$ cat src/rtl/dm_arb_pkg.sv
// Shared constants for the data-memory arbiter and the bus bridge:
// the DM window, the timer windows, port ids and byte-enable patterns.
package dm_arb_pkg;

  localparam logic [31:0] DM_TOP_ADDR = 32'h0000_2fff;

  localparam logic [31:0] TMR0_LO = 32'h0000_7f00;
  localparam logic [31:0] TMR0_HI = 32'h0000_7f0b;
  localparam logic [31:0] TMR1_LO = 32'h0000_7f10;
  localparam logic [31:0] TMR1_HI = 32'h0000_7f1b;

  localparam bit PORT_C = 1'b0;
  localparam bit PORT_D = 1'b1;

  localparam logic [3:0] BE_WORD    = 4'b1111;
  localparam logic [3:0] BE_HALF_LO = 4'b0011;
  localparam logic [3:0] BE_HALF_HI = 4'b1100;

  // Words must sit on a 4-byte boundary, halfwords on a 2-byte boundary.
  function automatic logic misaligned(input logic [1:0] lo, input logic [3:0] be);
    return ((be == BE_WORD) && (lo != 2'b00)) ||
           (((be == BE_HALF_LO) || (be == BE_HALF_HI)) && lo[0]);
  endfunction

endpackage

$ cat src/rtl/dm_arb_check.sv
// Combinational legality/alignment check of one requester's address and byte enables.
module dm_arb_check
  import dm_arb_pkg::*;
#(
  parameter logic [31:0] DM_TOP = DM_TOP_ADDR
) (
  input  logic [31:0] addr,
  input  logic [3:0]  be,
  output logic        legal,
  output logic        err
);

  assign legal = (addr <= DM_TOP);
  assign err   = !legal || misaligned(addr[1:0], be);

endmodule

$ cat src/rtl/dm_arbiter.sv
// Data-memory arbiter: CPU (port 0) has fixed priority, DMA (port 1) is forced in after
// STARVE_LIMIT waiting cycles. Define DM_ARB_TRACE_EN to print every legal write.
module dm_arbiter
  import dm_arb_pkg::*;
#(
  parameter int unsigned STARVE_LIMIT = 8,
  parameter logic [31:0] DM_TOP       = DM_TOP_ADDR,
  parameter int unsigned AW           = 12
) (
  input  logic          clk,
  input  logic          reset,
  input  logic          c_req,
  input  logic          c_we,
  input  logic [31:0]   c_addr,
  input  logic [3:0]    c_be,
  input  logic [31:0]   c_wdata,
  output logic          c_gnt,
  output logic          c_rvalid,
  output logic [31:0]   c_rdata,
  output logic          c_err,
  input  logic          d_req,
  input  logic          d_we,
  input  logic [31:0]   d_addr,
  input  logic [3:0]    d_be,
  input  logic [31:0]   d_wdata,
  output logic          d_gnt,
  output logic          d_rvalid,
  output logic [31:0]   d_rdata,
  output logic          d_err,
  output logic          mem_en,
  output logic          mem_we,
  output logic [AW-1:0] mem_addr,
  output logic [3:0]    mem_be,
  output logic [31:0]   mem_wdata,
  input  logic [31:0]   mem_rdata
);

  localparam logic [7:0] LIMIT = 8'(STARVE_LIMIT);

  logic [1:0]  req, we, legal, err, gnt;
  logic [31:0] addr_arr  [2];
  logic [3:0]  be_arr    [2];
  logic [31:0] wdata_arr [2];
  logic        force_d, sel;
  logic [7:0]  starve_cnt_reg, starve_cnt_next;
  logic [1:0]  rvalid_reg, rvalid_next, err_reg, err_next, rd_reg, rd_next;

  assign req[PORT_C]       = c_req;
  assign req[PORT_D]       = d_req;
  assign we[PORT_C]        = c_we;
  assign we[PORT_D]        = d_we;
  assign addr_arr[PORT_C]  = c_addr;
  assign addr_arr[PORT_D]  = d_addr;
  assign be_arr[PORT_C]    = c_be;
  assign be_arr[PORT_D]    = d_be;
  assign wdata_arr[PORT_C] = c_wdata;
  assign wdata_arr[PORT_D] = d_wdata;

  genvar gi;
  generate
    for (gi = 0; gi < 2; gi++) begin : g_chk
      dm_arb_check #(.DM_TOP(DM_TOP)) u_chk (
        .addr  (addr_arr[gi]),
        .be    (be_arr[gi]),
        .legal (legal[gi]),
        .err   (err[gi])
      );
    end
  endgenerate

  always_comb begin
    force_d   = (starve_cnt_reg == LIMIT);
    gnt       = '0;
    mem_en    = 1'b0;
    mem_we    = 1'b0;
    mem_addr  = '0;
    mem_be    = '0;
    mem_wdata = '0;

    if (!reset) begin
      if (req[PORT_D] && (!req[PORT_C] || force_d)) gnt[PORT_D] = 1'b1;
      else if (req[PORT_C])                         gnt[PORT_C] = 1'b1;
    end
    sel = gnt[PORT_D];

    // Erroring requests are still granted but never reach the array.
    if (|gnt) begin
      mem_en    = legal[sel] & ~err[sel];
      mem_we    = legal[sel] & ~err[sel] & we[sel];
      mem_addr  = addr_arr[sel][AW+1:2];
      mem_be    = be_arr[sel];
      mem_wdata = wdata_arr[sel];
    end

    if (!req[PORT_D] || gnt[PORT_D]) starve_cnt_next = '0;
    else if (starve_cnt_reg != LIMIT) starve_cnt_next = starve_cnt_reg + 8'd1;
    else                              starve_cnt_next = starve_cnt_reg;

    rvalid_next = gnt;
    err_next    = gnt & err;
    rd_next     = gnt & ~err & ~we;
  end

  always_ff @(posedge clk) begin
    if (reset) begin
      starve_cnt_reg <= '0;
      rvalid_reg     <= '0;
      err_reg        <= '0;
      rd_reg         <= '0;
    end else begin
      starve_cnt_reg <= starve_cnt_next;
      rvalid_reg     <= rvalid_next;
      err_reg        <= err_next;
      rd_reg         <= rd_next;
    end
  end

  // Responses are masked while reset is high so a pending one is dropped.
  assign c_gnt    = gnt[PORT_C];
  assign d_gnt    = gnt[PORT_D];
  assign c_rvalid = rvalid_reg[PORT_C] & ~reset;
  assign d_rvalid = rvalid_reg[PORT_D] & ~reset;
  assign c_err    = err_reg[PORT_C] & ~reset;
  assign d_err    = err_reg[PORT_D] & ~reset;
  assign c_rdata  = (rd_reg[PORT_C] && !reset) ? mem_rdata : '0;
  assign d_rdata  = (rd_reg[PORT_D] && !reset) ? mem_rdata : '0;

`ifdef DM_ARB_TRACE_EN
  always_ff @(posedge clk) begin
    if (mem_en && mem_we)
      $display("%0t@%s: *%h <= %h", $time, sel ? "D" : "C", {mem_addr, 2'b00}, mem_wdata);
  end
`else
`endif

endmodule

$ cat config.mk
export PLATFORM = sky130hd
export DESIGN_NAME = dm_arbiter
export DESIGN_NICKNAME = d
export VERILOG_FILES = /design/src/rtl/dm_arb_pkg.sv /design/src/rtl/dm_arb_check.sv /design/src/rtl/dm_arbiter.sv
export SDC_FILE = /design/constraint.sdc
export NUM_CORES = 1
export LEC_CHECK = 0
export ABC_CLOCK_PERIOD_IN_PS = 2300
export CAP_MARGIN = 20
export CORE_AREA = 10 10 113 95
export DETAILED_ROUTE_END_ITERATION = 7
export DIE_AREA = 0 0 123 105
export PLACE_DENSITY = 0.8
export SYNTH_ARGS = -nofsm -noshare
export SYNTH_HDL_FRONTEND = slang
export SYNTH_SLANG_ARGS = --single-unit
$ cat constraint.sdc
create_clock -name clk -period 2.3 [get_ports clk]
set_input_delay 0.46 -clock clk [delete_from_list [all_inputs] [get_ports clk]]
set_output_delay 0.46 -clock clk [all_outputs]
set_load 0.03 [all_outputs]
==> flow_summary.toml <==
[floorplan]
start_util = 0.227
row_count = 30
num_io_pins = 294
die_y_um = 105
coreArea_um2 = 8370
dieWidth_um = 123
die_area_um2 = 12900

[finish]
fin_cells = 762
multi_input_area_um2 = 2220
layout_commonest_cell = "clkdlybuf4s50_1"
area_growth_pct = 227
final_cell_mix = "123 x clkdlybuf4s50_1, 99 x buf_4, 63 x and2_1"
largest_reg_flops = 8
nets = 826
drive_gt1_frac = 0.488
regArea_um2 = 283
fill_cells = 607

[logic_synthesis]
synth_top_family_by_area = "simple AND/OR/NAND/NOR gates"
synth_area_um2 = 1900
ys_seq_area_frac = 0.148
ys_warn_count = 0
synthAdderAreaFrac = 0.0132
yosys.area.top_type_share = 0.211
synth-xor-area-share = 0.0277
synth_fp_nets = 501
ys_ff_latch = 14
synth.area.mux_share = 0
yosysTopAreaCell = "and2_1"
synth_area_per_cell_um2 = 5.84
synth_compound_area_frac = 0.172
ys_types = 30
yosys.area_share.simple = 0.559
synthCells = 325
synthFlopType = "dfxtp_1"
synth-edff-count = 0
ys_top_cells_by_area = "and2_1 21%, nand2_1 20%, dfxtp_1 15%"
async_flop_share = 0

[min_path]
worstHoldStart = "starve_cnt_reg[7]"
whs_path_depth = 2
min_path_type = "reg2reg"
min_to = "starve_cnt_reg[7]"

[timing]
holdWs_ns = 0.551
hold_viol_final = 0
finalCriticalPeriod_ns = 2.44
fin_ws_ns = -0.143
fmax_ghz = 0.409
maxSlewViolCount = 0
slew_headroom = 0.714
finalSetupViolCount = 51
clock_skew_ns = 0.00228
min_period_over_period = 1.06
worst_pin_slew_ns = 0.428
rsz0062_at_grt = "yes"

[worst_setup_path]
r2r-end = "rd_reg[0]"
crit_path_end_kind = "primary output"
cp-start-kind = "input port"
worstPathRequired_ns = 1.84
worstRegToRegCells = 9
crit_path_start = "d_addr[12]"
cp_max_fo = 3
crit_arrival_ns = 1.98
r2r-start = "starve_cnt_reg[0]"
criticalPathCategory = "in2out"
r2r_slack_ns = 0.57

[detailed_routing]
vias = 3469
dr.pass1.iters = 4
drc_errors = 0
ant_nets = 0
wl_per_cell_um = 19.7
post_drt_via_cell_ratio = 4.55
drtIter0Drc = 70
routed_wl_um = 15000

[global_routing]
use_met2 = 0.383
met1_usage = 0.176
grt-busiest-layer = "met2"
grt_pass1_wl_um = 20000
antenna_found_initial = 2
use_met3 = 0.0823
grt_pass1_vias = 3487
grt_usage = 0.194
grt_overflow_total = 0
grt_max_degree = 27

[pwr]
vdd_drop_max_uv = 187
power_density_nw_per_um2 = 221
p_leak_nw = 2.86

[clock_network]
cts-root-buf = "clkbuf_8"
clock_path_buffers = 2
path_clk_slew_ns = 0.06
cts_sinks = 14
cts_tree = "yes"
cts_buffers = 3
clock_latency_ns = 0.24
htreeDepth = 1

[place]
numPortBuffers = 293
dp.cells = 742
dpl.hpwl_um = 11800
gp_congestion = 0.912

[run_status]
violations = "setup timing"
outcome = "finished with violations"

[job]
drv_cap = 0
==> synthesized netlist by cell type (3+ instances only) <==
cell / count
nand2_1: 100
and2_1: 64
a21oi_1: 50
clkbuf_1: 17
dfxtp_1: 14
nor2_1: 13
nand3_1: 10
nor4_1: 9
nor2b_1: 6
buf_6: 5
inv_1: 5
xor2_1: 5
a211oi_1: 3
o211ai_1: 3
==> how the worst max path moves through the flow <==
stage / endpoint / slack, ns
finish: mem_we / -0.14
global route: mem_we / -0.23
CTS: mem_wdata[27] / -0.19
detailed placement: mem_we / -0.53
global placement: mem_we / -0.53
floorplan: mem_addr[11] / 0.02
==> cell type report <==
cell class,count,share of cell area
inverter,6,0.00564
clock buffer,4,0.00886
timing repair buffer,344,0.560
tap,112,0.0226
antenna,1,0.000403
multi-input combinational,281,0.357
sequential,14,0.0455
==> critical path: stages <==
cell           delay (ns)
dlygate4sd2_1        0.26
a211oi_2             0.33
nand2_1              0.12
nor4_2               0.23
buf_4                0.19
nand3_4              0.09
a21oi_4              0.16
buf_12               0.14
==> timing repair <==
| action | in CTS | in global routing |
|---|---|---|
| resized for setup | 133 | 121 |
| buffers inserted | 8 | 5 |
| endpoints found under the hold margin | 0 | 0 |
| hold buffers | 0 | 0 |
| setup endpoints to repair | 54 | 75 |
| cloned | 3 | 4 |
| pin swaps | 36 | 47 |
==> power by group <==
part	internal (mW)	switching (mW)	leakage, nW
Clock	0.151	0.0841	0.0288
Combinational	0.483	0.405	2.72
Sequential	0.248	0.00159	0.115
Total	0.882	0.491	2.86
==> cells by family after synthesis <==
logic type	after synthesis
AOI/OAI and AO/OA	60
xor gates and xnor gates	6
adders and majority gates	2
buffers and inverters	30
DFF	14
and+or+nand+nor	213
==> layer usage <==
| metal | vias up | wire length, µm |
|---|---|---|
| met5 | - | 13 |
| met2 | 174 | 8190 |
| met4 | 2 | 288 |
| met1 | 1560 | 4950 |
| met3 | 18 | 1570 |
| li1 | 1715 | - |
==> per-stage QoR <==
step                utilization  setup WS, ns  setup TNS (ns)  total power, mW  cell area (µm²)
floorplan                     -        0.0157               0            0.528             2120
global placement          0.624        -0.528           -4.73             1.01             5220
detailed placement        0.624        -0.535           -6.42             1.01             5220
CTS                       0.687        -0.187           -7.17             1.31             5750
global route              0.742        -0.227           -9.88             1.44             6210
finish                    0.742        -0.143           -5.11             1.37             6210
No activity file was read; power rests on OpenSTA's default activity.
